===== config.mk =====
export PLATFORM = sky130hd
export DESIGN_NAME = trainled_frame_tx
export DESIGN_NICKNAME = d
export VERILOG_FILES = /design/src/rtl/trainled_pkg.sv /design/src/rtl/trainled_bit_cell.sv /design/src/rtl/trainled_frame_tx.sv
export SDC_FILE = /design/constraint.sdc
export NUM_CORES = 1
export LEC_CHECK = 0
export ABC_AREA = 1
export CAP_MARGIN = 10
export CORE_MARGIN = 4
export CORE_UTILIZATION = 25
export CTS_CLUSTER_DIAMETER = 80
export CTS_CLUSTER_SIZE = 24
export DETAILED_ROUTE_END_ITERATION = 7
export GPL_ROUTABILITY_DRIVEN = 1
export GPL_TIMING_DRIVEN = 0
export PLACE_DENSITY_LB_ADDON = 0.1
export SYNTH_ARGS = -nofsm -noshare
export SYNTH_HDL_FRONTEND = slang
export SYNTH_SLANG_ARGS = --single-unit

===== constraint.sdc =====
create_clock -name clk -period 3.5 [get_ports clk]
set_input_delay 0.35 -clock clk [delete_from_list [all_inputs] [get_ports clk]]
set_output_delay 0.35 -clock clk [all_outputs]
set_load 0.01 [all_outputs]

===== src/rtl/trainled_pkg.sv =====
// rtl/trainled_pkg.sv - shared types and default timing for the TrainLED2 frame encoder
// Contents: state_t (encoder FSM states), PIXEL_BITS, default cell/latch/gap timing,
// and the node idle threshold the latch gap has to clear.
package trainled_pkg;

    typedef enum logic [1:0] {
        IDLE  = 2'd0,
        SHIFT = 2'd1,
        GAP   = 2'd2,
        LATCH = 2'd3
    } state_t;

    localparam int PIXEL_BITS        = 24;

    localparam int DEF_BIT_CYCLES    = 12;
    localparam int DEF_HIGH_CYCLES   = 4;
    localparam int DEF_DATA_CYCLES   = 4;
    localparam int DEF_LATCH_CYCLES  = 128;
    localparam int DEF_GAP_WARN      = 88;

    // A node treats more than this many consecutive low clocks as end of frame.
    localparam int NODE_IDLE_CYCLES  = 97;

endpackage


===== src/rtl/trainled_bit_cell.sv =====
// rtl/trainled_bit_cell.sv - bit-cell phase counter and phase-to-line-level encoder
// Ports:
//   clk, rst  : clock, synchronous active-high reset
//   start     : held high to park the cell at phase 0; counting runs while low
//   data_bit  : bit currently being sent (level of the data phase)
//   line      : combinational line level for the current phase
//   cell_end  : high on the last phase of a running cell
module trainled_bit_cell #(
    parameter int BIT_CYCLES  = 12,
    parameter int HIGH_CYCLES = 4,
    parameter int DATA_CYCLES = 4
) (
    input  logic clk,
    input  logic rst,
    input  logic start,
    input  logic data_bit,
    output logic line,
    output logic cell_end
);

    localparam int PW = $clog2(BIT_CYCLES);

    logic [PW-1:0] phase;

    assign cell_end = !start && (phase == PW'(BIT_CYCLES - 1));

    // Wrapping inside the cell lets back-to-back cells run with no dead clock.
    always_ff @(posedge clk) begin
        if (rst || start) begin
            phase <= '0;
        end else if (cell_end) begin
            phase <= '0;
        end else begin
            phase <= phase + PW'(1);
        end
    end

    always_comb begin
        line = 1'b0;
        if (!start) begin
            if (phase < PW'(HIGH_CYCLES)) begin
                line = 1'b1;
            end else if (phase < PW'(HIGH_CYCLES + DATA_CYCLES)) begin
                line = data_bit;
            end
        end
    end

endmodule


===== src/rtl/trainled_frame_tx.sv =====
// rtl/trainled_frame_tx.sv - TrainLED2 frame encoder: pixel words in, single-wire din out
// Ports:
//   clk, rst    : clock, synchronous active-high reset
//   pix_data    : 24-bit pixel word, sent MSB first ([23:16] lands in the first node's LED3)
//   pix_last    : marks the final pixel of a frame
//   pix_valid   : upstream offers a word
//   pix_ready   : one-entry hold buffer is empty
//   dout        : registered serial line to the first node's din
//   busy        : high unless idle with an empty hold buffer
//   frame_done  : one-cycle pulse on the last latch-gap clock
//   underrun    : one-cycle pulse when a mid-frame gap reaches GAP_WARN clocks
module trainled_frame_tx
    import trainled_pkg::*;
#(
    parameter int BIT_CYCLES   = DEF_BIT_CYCLES,
    parameter int HIGH_CYCLES  = DEF_HIGH_CYCLES,
    parameter int DATA_CYCLES  = DEF_DATA_CYCLES,
    parameter int LATCH_CYCLES = DEF_LATCH_CYCLES,
    parameter int GAP_WARN     = DEF_GAP_WARN
) (
    input  logic                  clk,
    input  logic                  rst,
    input  logic [PIXEL_BITS-1:0] pix_data,
    input  logic                  pix_last,
    input  logic                  pix_valid,
    output logic                  pix_ready,
    output logic                  dout,
    output logic                  busy,
    output logic                  frame_done,
    output logic                  underrun
);

    localparam int LW = $clog2(LATCH_CYCLES);
    localparam int GW = $clog2(GAP_WARN + 1);

    state_t                state, state_next;

    logic [PIXEL_BITS-1:0] hold_data;
    logic                  hold_last;
    logic                  hold_full;

    logic [PIXEL_BITS-1:0] shift_data;
    logic                  shift_last;
    logic [4:0]            bit_idx;

    logic [LW-1:0]         latch_cnt;
    logic [GW-1:0]         gap_cnt;

    logic                  accept;
    logic                  load;
    logic                  cell_start;
    logic                  cell_line;
    logic                  cell_end;
    logic                  pixel_end;
    logic                  frame_done_next;
    logic                  underrun_next;

    assign pix_ready  = !hold_full;
    assign busy       = !((state == IDLE) && !hold_full);
    assign accept     = pix_valid && pix_ready;
    assign cell_start = (state != SHIFT);
    assign pixel_end  = cell_end && (bit_idx == 5'(PIXEL_BITS - 1));

    trainled_bit_cell #(
        .BIT_CYCLES  (BIT_CYCLES),
        .HIGH_CYCLES (HIGH_CYCLES),
        .DATA_CYCLES (DATA_CYCLES)
    ) u_bit_cell (
        .clk      (clk),
        .rst      (rst),
        .start    (cell_start),
        .data_bit (shift_data[PIXEL_BITS-1]),
        .line     (cell_line),
        .cell_end (cell_end)
    );

    always_ff @(posedge clk) begin
        if (rst) begin
            state <= IDLE;
        end else begin
            state <= state_next;
        end
    end

    always_comb begin
        state_next      = state;
        load            = 1'b0;
        frame_done_next = 1'b0;
        underrun_next   = 1'b0;
        case (state)
            IDLE: begin
                if (hold_full) begin
                    load       = 1'b1;
                    state_next = SHIFT;
                end
            end
            SHIFT: begin
                if (pixel_end) begin
                    if (shift_last) begin
                        state_next = LATCH;
                    end else if (hold_full) begin
                        load = 1'b1;
                    end else begin
                        state_next = GAP;
                    end
                end
            end
            GAP: begin
                if (hold_full) begin
                    load       = 1'b1;
                    state_next = SHIFT;
                end else if (gap_cnt == GW'(GAP_WARN - 1)) begin
                    underrun_next = 1'b1;
                end
            end
            LATCH: begin
                // A word may already sit in the hold; it waits until IDLE.
                if (latch_cnt == LW'(LATCH_CYCLES - 1)) begin
                    frame_done_next = 1'b1;
                    state_next      = IDLE;
                end
            end
            default: state_next = IDLE;
        endcase
    end

    always_ff @(posedge clk) begin
        if (rst) begin
            hold_data  <= '0;
            hold_last  <= 1'b0;
            hold_full  <= 1'b0;
            shift_data <= '0;
            shift_last <= 1'b0;
            bit_idx    <= '0;
            latch_cnt  <= '0;
            gap_cnt    <= '0;
            dout       <= 1'b0;
            frame_done <= 1'b0;
            underrun   <= 1'b0;
        end else begin
            if (accept) begin
                hold_data <= pix_data;
                hold_last <= pix_last;
            end
            // A same-cycle write wins, so a read plus refill leaves the hold full.
            if (accept) begin
                hold_full <= 1'b1;
            end else if (load) begin
                hold_full <= 1'b0;
            end

            if (load) begin
                shift_data <= hold_data;
                shift_last <= hold_last;
                bit_idx    <= '0;
            end else if ((state == SHIFT) && cell_end) begin
                shift_data <= shift_data << 1;
                bit_idx    <= bit_idx + 5'd1;
            end

            if ((state == LATCH) && (state_next == LATCH)) begin
                latch_cnt <= latch_cnt + LW'(1);
            end else begin
                latch_cnt <= '0;
            end

            // The gap counter parks at GAP_WARN so a long stall warns only once.
            if ((state == GAP) && (state_next == GAP)) begin
                if (gap_cnt != GW'(GAP_WARN)) begin
                    gap_cnt <= gap_cnt + GW'(1);
                end
            end else begin
                gap_cnt <= '0;
            end

            dout       <= (state == SHIFT) ? cell_line : 1'b0;
            frame_done <= frame_done_next;
            underrun   <= underrun_next;
        end
    end

endmodule


==> metrics.cfg, run 1 <==
[run_status]
status = complete, no violations

[setup_path]
endpoint_kind = output pin
critPathBufInv = 2
slowest_delay_ns = 0.54
cp_slowest_cell = clkdlybuf4s50_1
crit_family = buffers and inverters
cp_max_fo = 5
crit_required_ns = 3.15
path_cells = inv_2 -> nand3_1 -> clkdlybuf4s50_1
cp-start-kind = flip-flop
critPathKind = reg2out
cp.arrival_ns = 1.46

[timing]
slew_headroom = 0.611
rsz0062_at_grt = false
clock_skew_ns = 0.00435
final_max_slew_viol_count = 0
finalHoldViolations = 0
holdWs_ns = 0.423
fmax_mhz = 553
setup_violations = 0
setup_tns_ns = 0
tightestPinTransition_ns = 0.578
min_period_over_period = 0.517
fin_crit_ns = 1.81

[synth]
yosys_warnings = 0
synth_cell_types = 30
yosys-top-cells-count = dfxtp_1 (79), nor2_1 (77), nand2_1 (76)
ys_ff_latch = 79
ys_top_cells_by_area = dfxtp_1 (44%), nand3_1 (11%), nor2_1 (8.1%)
synth_area_mm2 = 0.00357
syn_avg_cell_area_um2 = 7.04
ys_async_sr_fraction = 0
synth_most_common_cell = dfxtp_1
yosysTopAreaCell = dfxtp_1
synth-seq-area-share = 0.443
synth_top_flop_cell = dfxtp_1
syn-num-nets = 540
synth_edf_count = 0
yosysTopAreaCellShare = 0.443
synth_cells = 507

[place]
dp_hpwl_mm = 6.51
port-buffer-count = 31
place_congestion = 0.752

[clock_network]
cts_buffers = 9
clock_sinks = 79
ctsRootBufferMaster = clkbuf_16
postCtsSetupBuffers = 0
path_clk_slew_ns = 0.06
cts_tree = done
max-clock-path-buffers = 2
ctsHtreeMaxLevel = 3
hold_buffers = 0
ctsResizeCount = 0
clock_latency_ns = 0.34

[cells_and_area]
antenna_cells = 0
drive_gt1_frac = 0.0669
seqCellArea_mm2 = 0.00158
synthToLayoutAreaGrowth_pct = 22.3
multi_input_area_mm2 = 0.00157
fill_cells = 1544
fin_nets = 582

[drt]
antenna_left = 0
wl_per_cell_um = 12.3
drc = 0
first_pass_iters = 5
via_count = 3217
finalWirelength_mm = 9.00
vias_per_cell = 4.39
drt_iter0_markers = 139

[power_and_ir_drop]
powerDensity_mw_per_mm2 = 461
cellLeakagePower_uw = 0.00179
ir_drop_mv = 0.238

[global_routing]
grt_max_degree = 12
grt_pass1_wl_mm = 15.4
grt.overflow.total = 0
grt_pass1_vias = 3146
antenna_found_initial = 0
grt_usage = 0.120

[floorplan]
die_area_mm2 = 0.0162
boundaryPins = 33
die_w_um = 127
core-area_mm2 = 0.0139
fp.dieH_um = 127
num_rows = 43
start_util = 0.256

[flow_run]
max_cap_violations = 0

[worst_hold_path]
hold_class = in2reg

path summary, 6_finish.rpt:
| path | from | endpoint | slack, ns | cells after the start |
|---|---|---|---|---|
| setup / recovery | hold_full$_SDFFE_PP0P_ | busy | 1.69 | 3 |
| hold / removal | rst | hold_full$_SDFFE_PP0P_ | 0.42 | 2 |
| setup reg to reg | bit_idx[0]$_SDFFE_PP0P_ | shift_data[15]$_SDFFE_PP0P_ | 1.80 | 10 |
| hold reg to reg | latch_cnt[0]$_SDFF_PP0_ | latch_cnt[0]$_SDFF_PP0_ | 0.44 | 1 |
cells in the final DEF, fill, tap and decap left out, types with 5 or more instances in the layout:
cell type	instances
a21oi_1	16
buf_2	6
buf_6	5
clkbuf_1	16
clkbuf_16	9
clkdlybuf4s50_1	31
dfxtp_1	79
ha_1	5
inv_1	66
inv_2	5
nand2_1	76
nand3_1	75
nor2_1	77
nor3_1	29
o21ai_0	30
routing by layer:
metal  track usage  vias up  wire length [um]
met1         0.158     1475              4580
met5             0        -                 0
met2         0.186       39              4060
met3        0.0347       10               246
li1              -     1693                 -
met4        0.0423        0               121
cell families after synthesis:
logic type	count (synthesis)	synth area share
AOI/OAI and AO/OA	49	0.0709
xor gates and xnor gates	4	0.00982
adders and majority gates	5	0.0175
buffers and inverters	97	0.116
DFF	79	0.443
and+or+nand+nor	273	0.343
area by class of cell:
type | count | area share
inverters | 71 | 0.0611
well taps | 180 | 0.0516
flip-flops and latches | 79 | 0.363
clock inverters | 1 | 0.00115
multi-input cells | 331 | 0.361
repair buffers | 31 | 0.0711
plain buffers | 26 | 0.0336
clock buffers | 14 | 0.0582
worst reg2reg max path, stage by stage (launching register included):
cell	delay (ns)
dfxtp_1	0.35
ha_1	0.20
nand3_1	0.08
nor2_1	0.26
nand3_4	0.17
nand2_4	0.16
buf_6	0.16
nand2_1	0.08
nand3_1	0.07
nand2_1	0.05
inv_1	0.06
state kept, by name, summed over array words and instances, names as in the netlist:
signal / cells
u_bit_cell.phase: 4
dout: 1
bit_idx: 5
state: 2
shift_last: 1
hold_full: 1
gap_cnt: 7
underrun: 1
hold_data: 24
shift_data: 24
frame_done: 1
hold_last: 1
latch_cnt: 7
report_power, final:
part | total, uW | switching (uW) | internal (uW) | leakage, uW
logic | 203 | 121 | 81.7 | 0.00101
registers | 964 | 23.2 | 941 | 0.000644
clock network | 843 | 348 | 495 | 0.000127
stage by stage:
| step | worst slack (ns) | std cells | area, um2 | total power (uW) | util |
|---|---|---|---|---|---|
| 6_report | 1.69 | 733 | 4360 | 2010 | 0.313 |
| 5_1_grt | 1.59 | 733 | 4360 | 2120 | 0.313 |
| 4_1_cts | 1.65 | 733 | 4360 | 2050 | 0.313 |
| 3_5_place_dp | 1.64 | 718 | 4100 | 1190 | 0.294 |
| 3_3_place_gp | 1.66 | 718 | 4100 | 1190 | 0.294 |
| 2_1_floorplan | 2.07 | 507 | 3570 | 1100 | - |
(Power assumes the default switching activity.)
==> run 2: changes to the inputs <==
==> constraint.sdc (replaced) <==
create_clock -name clk -period 1.5 [get_ports clk]
set_input_delay 0.15 -clock clk [delete_from_list [all_inputs] [get_ports clk]]
set_output_delay 0.15 -clock clk [all_outputs]
set_load 0.01 [all_outputs]
==> run 2 against run 1 <==
Compared with the run above: first-iteration DRC count up 19%; utilization grew 1.9 points; total power rose by 140%; worst setup slack lost 1.7 ns; final area rose by 6.2%; hold slack worse by 0.19 ns; routed wire length rose by 2.9%; sequential power is 130% higher; critical endpoint is now bit_idx[4]$_SDFFE_PP0P_.
==> metrics.cfg, run 2 (synthesis results as in run 1) <==
[run_status]
status = complete, no violations

[clock_network]
cts_tree = done
cts_buffers = 9
max-clock-path-buffers = 2
clock_sinks = 79
path_clk_slew_ns = 0.06
clock_latency_ns = 0.34
ctsRootBufferMaster = clkbuf_16
ctsHtreeMaxLevel = 3

[place]
dp_hpwl_mm = 6.51
port-buffer-count = 31
place_congestion = 0.752
dp_slack_ns = -0.190

[setup_path]
cpMostUsedCell = nor2_4
critPathKind = reg2reg
cp.arrival_ns = 1.77
crit_family = simple AND/OR/NAND/NOR gates
endpoint_kind = flip-flop
slowest_delay_ns = 0.35
r2r-start = u_bit_cell.phase[0]$_SDFF_PP0_
startpoint = u_bit_cell.phase[0]$_SDFF_PP0_
cp_max_fo = 6
cp-start-kind = flip-flop
path_cells = ha_4 -> nand3_4 -> nor2_4 -> buf_6 -> buf_12 -> nand2_2 -> nor2_4 -> nand3b_1 -> a21oi_1
cp_slowest_cell = dfxtp_2
critPathBufInv = 2
crit_required_ns = 1.77

[power_and_ir_drop]
cellLeakagePower_uw = 0.00191
ir_drop_mv = 0.516
powerDensity_mw_per_mm2 = 1020

[timing]
clock_skew_ns = 0.00452
rsz0062_at_grt = true
min_period_over_period = 0.997
setup_violations = 0
slew_headroom = 0.624
tightestPinTransition_ns = 0.563
fin_crit_ns = 1.50
finalHoldViolations = 0
fmax_mhz = 669
final_max_slew_viol_count = 0
setup_slack_ns = 0.00425

[cells_and_area]
drive_gt1_frac = 0.135
reg.largest.list = hold_data: 24 flops, shift_data: 24 flops
antenna_cells = 0
synthToLayoutAreaGrowth_pct = 29.8
mostFrequentLayoutCell = nor2_1
mostFrequentLayoutCells = nor2_1 (76), dfxtp_1 (74), nand3_1 (73), nand2_1 (69), inv_1 (66)
fin_nets = 592
multi_input_area_mm2 = 0.00169
seqCellArea_mm2 = 0.00159
final_util = 0.332
fill_cells = 1524

[worst_hold_path]
hold_class = in2reg
hp-start = rst

[drt]
drt_iter0_markers = 166
first_pass_iters = 4
drc = 0
via_count = 3260
antenna_left = 0
wl_per_cell_um = 12.5
finalWirelength_mm = 9.27
vias_per_cell = 4.39

[flow_run]
max_cap_violations = 0

[floorplan]
boundaryPins = 33
die_w_um = 127
start_util = 0.256
fp.dieH_um = 127
num_rows = 43
core-area_mm2 = 0.0139
die_area_mm2 = 0.0162

[global_routing]
grt.overflow.total = 0
antenna_found_initial = 0
grt_usage = 0.122
grt_pass1_wl_mm = 15.7
grt_pass1_vias = 3216
grt_max_degree = 12

[run 2: cell types whose count changed in the layout (fill, tap and decap cells not counted), sizes merged]
cell,before,now
clkdlybuf4s50,31,29
clkbuf,26,27
dlygate4sd2,0,2
buf,14,23
[run 2: metrics by stage]
stage,instances,setup TNS (ns),total power (uW),cell area (um2),hold slack (ns)
2_1_floorplan,507,0,2580,3570,0.317
3_3_place_gp,718,-7.20,2780,4100,0.430
3_5_place_dp,718,-7.92,2780,4100,0.438
4_1_cts,739,-0.885,4800,4500,0.221
5_1_grt,743,-2.18,4990,4630,0.257
6_report,743,0,4720,4630,0.237
[run 2: repair_timing]
action                     in CTS  in global routing
gates resized for setup        25                 34
buffers inserted                6                  3
pin swaps                       5                  8
setup endpoints to repair      57                 46
hold buffers                    0                  0
gates cloned                    0                  1
[run 2: worst paths after layout]
check | to | slack [ns] | depth (start not counted)
worst max-delay path | bit_idx[4]$_SDFFE_PP0P_ | 0.004 | 9
worst min-delay path | state[0]$_SDFF_PP0_ | 0.24 | 2
worst max register to register | bit_idx[4]$_SDFFE_PP0P_ | 0.004 | 9
worst min register to register | latch_cnt[0]$_SDFF_PP0_ | 0.44 | 1
[run 2: power breakdown]
| part | total [uW] | internal (uW) | leakage [uW] | switching [uW] |
|---|---|---|---|---|
| combinational | 500 | 206 | 0.00114 | 294 |
| clock | 1970 | 1160 | 0.000127 | 816 |
| sequential | 2250 | 2200 | 0.000646 | 55.6 |
[run 2: layer usage]
layer	GRT usage	wire [um]
met2	0.191	4210
met4	0.0423	146
met5	0	0
met3	0.0347	364
met1	0.160	4550
[run 2: layout make-up]
type	instances	area share
Buffer	26	0.0389
Clock buffer	14	0.0549
Clock inverter	1	0.00108
Inverter	71	0.0597
Multi-Input combinational cell	331	0.365
Sequential cell	79	0.343
Tap cell	180	0.0486
Timing Repair Buffer	41	0.0892
[run 2: worst register-to-register path, stage by stage (launching register included)]
cell	delay (ns)
dfxtp_2	0.35
ha_4	0.15
nand3_4	0.12
nor2_4	0.15
buf_6	0.16
buf_12	0.12
nand2_2	0.05
nor2_4	0.11
nand3b_1	0.08
a21oi_1	0.14
==> run 3: changes to the inputs <==
--- a/config.mk
+++ b/config.mk
@@ -8,13 +8,13 @@
 export ABC_AREA = 1
 export CAP_MARGIN = 10
 export CORE_MARGIN = 4
-export CORE_UTILIZATION = 25
+export CORE_UTILIZATION = 51
 export CTS_CLUSTER_DIAMETER = 80
 export CTS_CLUSTER_SIZE = 24
 export DETAILED_ROUTE_END_ITERATION = 7
 export GPL_ROUTABILITY_DRIVEN = 1
 export GPL_TIMING_DRIVEN = 0
-export PLACE_DENSITY_LB_ADDON = 0.1
+export PLACE_DENSITY = 0.79
 export SYNTH_ARGS = -nofsm -noshare
 export SYNTH_HDL_FRONTEND = slang
 export SYNTH_SLANG_ARGS = --single-unit
==> run 3 against run 2 <==
Compared with the run above: the flow now finishes with violations (setup timing); clock power about the same; sequential share of layout area decreased by 0.25 points; largest power group unchanged; maximum frequency decreased by 3.4%; hold slack got worse by 0.069 ns; routed wire length decreased by 2.0%; utilization increased by 35 points; combinational power increased by 12%; final area increased by 0.81%; register-to-register slack got worse by 0.05 ns; global-route usage increased by 8.5 points; worst setup slack got worse by 0.053 ns.
==> metrics.cfg, run 3 (synthesis results as in run 1) <==
[setup_path]
cp.arrival_ns = 1.85
endpoint_kind = flip-flop
cp_max_fo = 7
cp-start-kind = flip-flop
critPathKind = reg2reg
crit_required_ns = 1.80

[place]
port-buffer-count = 31
dp_hpwl_mm = 5.56
place_congestion = 0.850

[floorplan]
core-area_mm2 = 0.00679
die_area_mm2 = 0.00840
die_w_um = 91.6
num_rows = 30
start_util = 0.525
boundaryPins = 33
fp.dieH_um = 91.6

[drt]
first_pass_iters = 6
vias_per_cell = 5.26
wl_per_cell_um = 13.7
finalWirelength_mm = 9.08
drt_iter0_markers = 223
via_count = 3492
drc = 0
antenna_left = 0

[power_and_ir_drop]
powerDensity_mw_per_mm2 = 1020
ir_drop_mv = 0.699
cellLeakagePower_uw = 0.00205

[run_status]
status = finished with violations
failed_checks = setup timing

[global_routing]
antenna_found_initial = 0
grt_pass1_wl_mm = 14.0
grt_usage = 0.207
grt_pass1_vias = 3121
grt_max_degree = 13
grt.overflow.total = 0

[timing]
setup_slack_ns = -0.0486
setup_violations = 6
fin_crit_ns = 1.55
rsz0062_at_grt = true
clock_skew_ns = 0.0105
setup_tns_ns = -0.0976
fmax_mhz = 646
slew_headroom = 0.655
min_period_over_period = 1.03
tightestPinTransition_ns = 0.518
final_max_slew_viol_count = 0
finalHoldViolations = 0

[clock_network]
clock_latency_ns = 0.36
cts_tree = done
path_clk_slew_ns = 0.08
cts_buffers = 9
clock_sinks = 79
ctsRootBufferMaster = clkbuf_8
ctsHtreeMaxLevel = 3
max-clock-path-buffers = 2

[cells_and_area]
synthToLayoutAreaGrowth_pct = 30.9
final_util = 0.687
mostFrequentLayoutCell = nor2_1
antenna_cells = 0
reg.largest.list = hold_data: 24 flops, shift_data: 24 flops
mostFrequentLayoutCells = nor2_1 (76), dfxtp_1 (73), inv_1 (65), nand3_1 (59), nand2_1 (57)
drive_gt1_frac = 0.188
fin_nets = 597

[flow_run]
max_cap_violations = 0

[worst_hold_path]
hold_class = in2reg

## run 3: final timing paths
kind / endpoint / cells past startpoint / from / slack [ns]
max: shift_data[14]$_SDFFE_PP0P_ / 10 / bit_idx[1]$_SDFFE_PP0P_ / -0.05
min: hold_full$_SDFFE_PP0P_ / 2 / rst / 0.17
max reg2reg: shift_data[14]$_SDFFE_PP0P_ / 10 / bit_idx[1]$_SDFFE_PP0P_ / -0.05
min reg2reg: hold_data[20]$_SDFFE_PP0P_ / 2 / hold_data[20]$_SDFFE_PP0P_ / 0.46
## run 3: routing by layer
metal  wire (um)  track usage  part of all wire  up-vias
li1            -            -                 -     1724
met1        3810        0.255              0.42     1649
met2        4620        0.344              0.51       95
met3         451       0.0492             0.050       24
met4         202       0.0879             0.022        0
met5           0            0                 0        -
## run 3: what timing repair did
action,4_1_cts,5_1_grt
buffers inserted,12,0
pin swaps,7,8
hold buffers,0,0
resized for setup,23,64
cloned,3,0
setup endpoints to repair,35,38
## run 3: metrics by stage
stage	hold WS, ns	instances	setup slack, ns	instance area [um2]	power (uW)
floorplan	0.317	507	0.0697	3570	2580
global route	0.210	664	-0.151	4670	4930
detailed placement	0.445	634	-0.199	4000	2750
finish	0.168	664	-0.0486	4670	4770
CTS	0.161	664	-0.0585	4450	4710
global placement	0.427	634	-0.104	4000	2740
## run 3: power breakdown
| group | switching [uW] | internal [uW] | leakage, uW |
|---|---|---|---|
| clock | 759 | 1190 | 0.000123 |
| combinational | 324 | 236 | 0.00128 |
| sequential | 67.1 | 2190 | 0.000647 |
## run 3: worst max-delay path, cell delays in order (launching register included)
cell,delay (ns)
dfxtp_2,0.36
ha_4,0.14
nand3_2,0.09
nor2_4,0.14
nand3_4,0.17
nand2_8,0.17
buf_8,0.13
nand2_1,0.05
nand3_1,0.07
nand2_1,0.08
inv_1,0.08
## run 3: cell type report
class,instances,area (um2)
Inverter,71,267
Sequential cell,79,1590
Buffer,26,175
Timing Repair Buffer,45,448
Fill cell,543,2130
Tap cell,96,120
Multi-Input combinational cell,332,1820
Clock inverter,3,90.1
Clock buffer,12,155
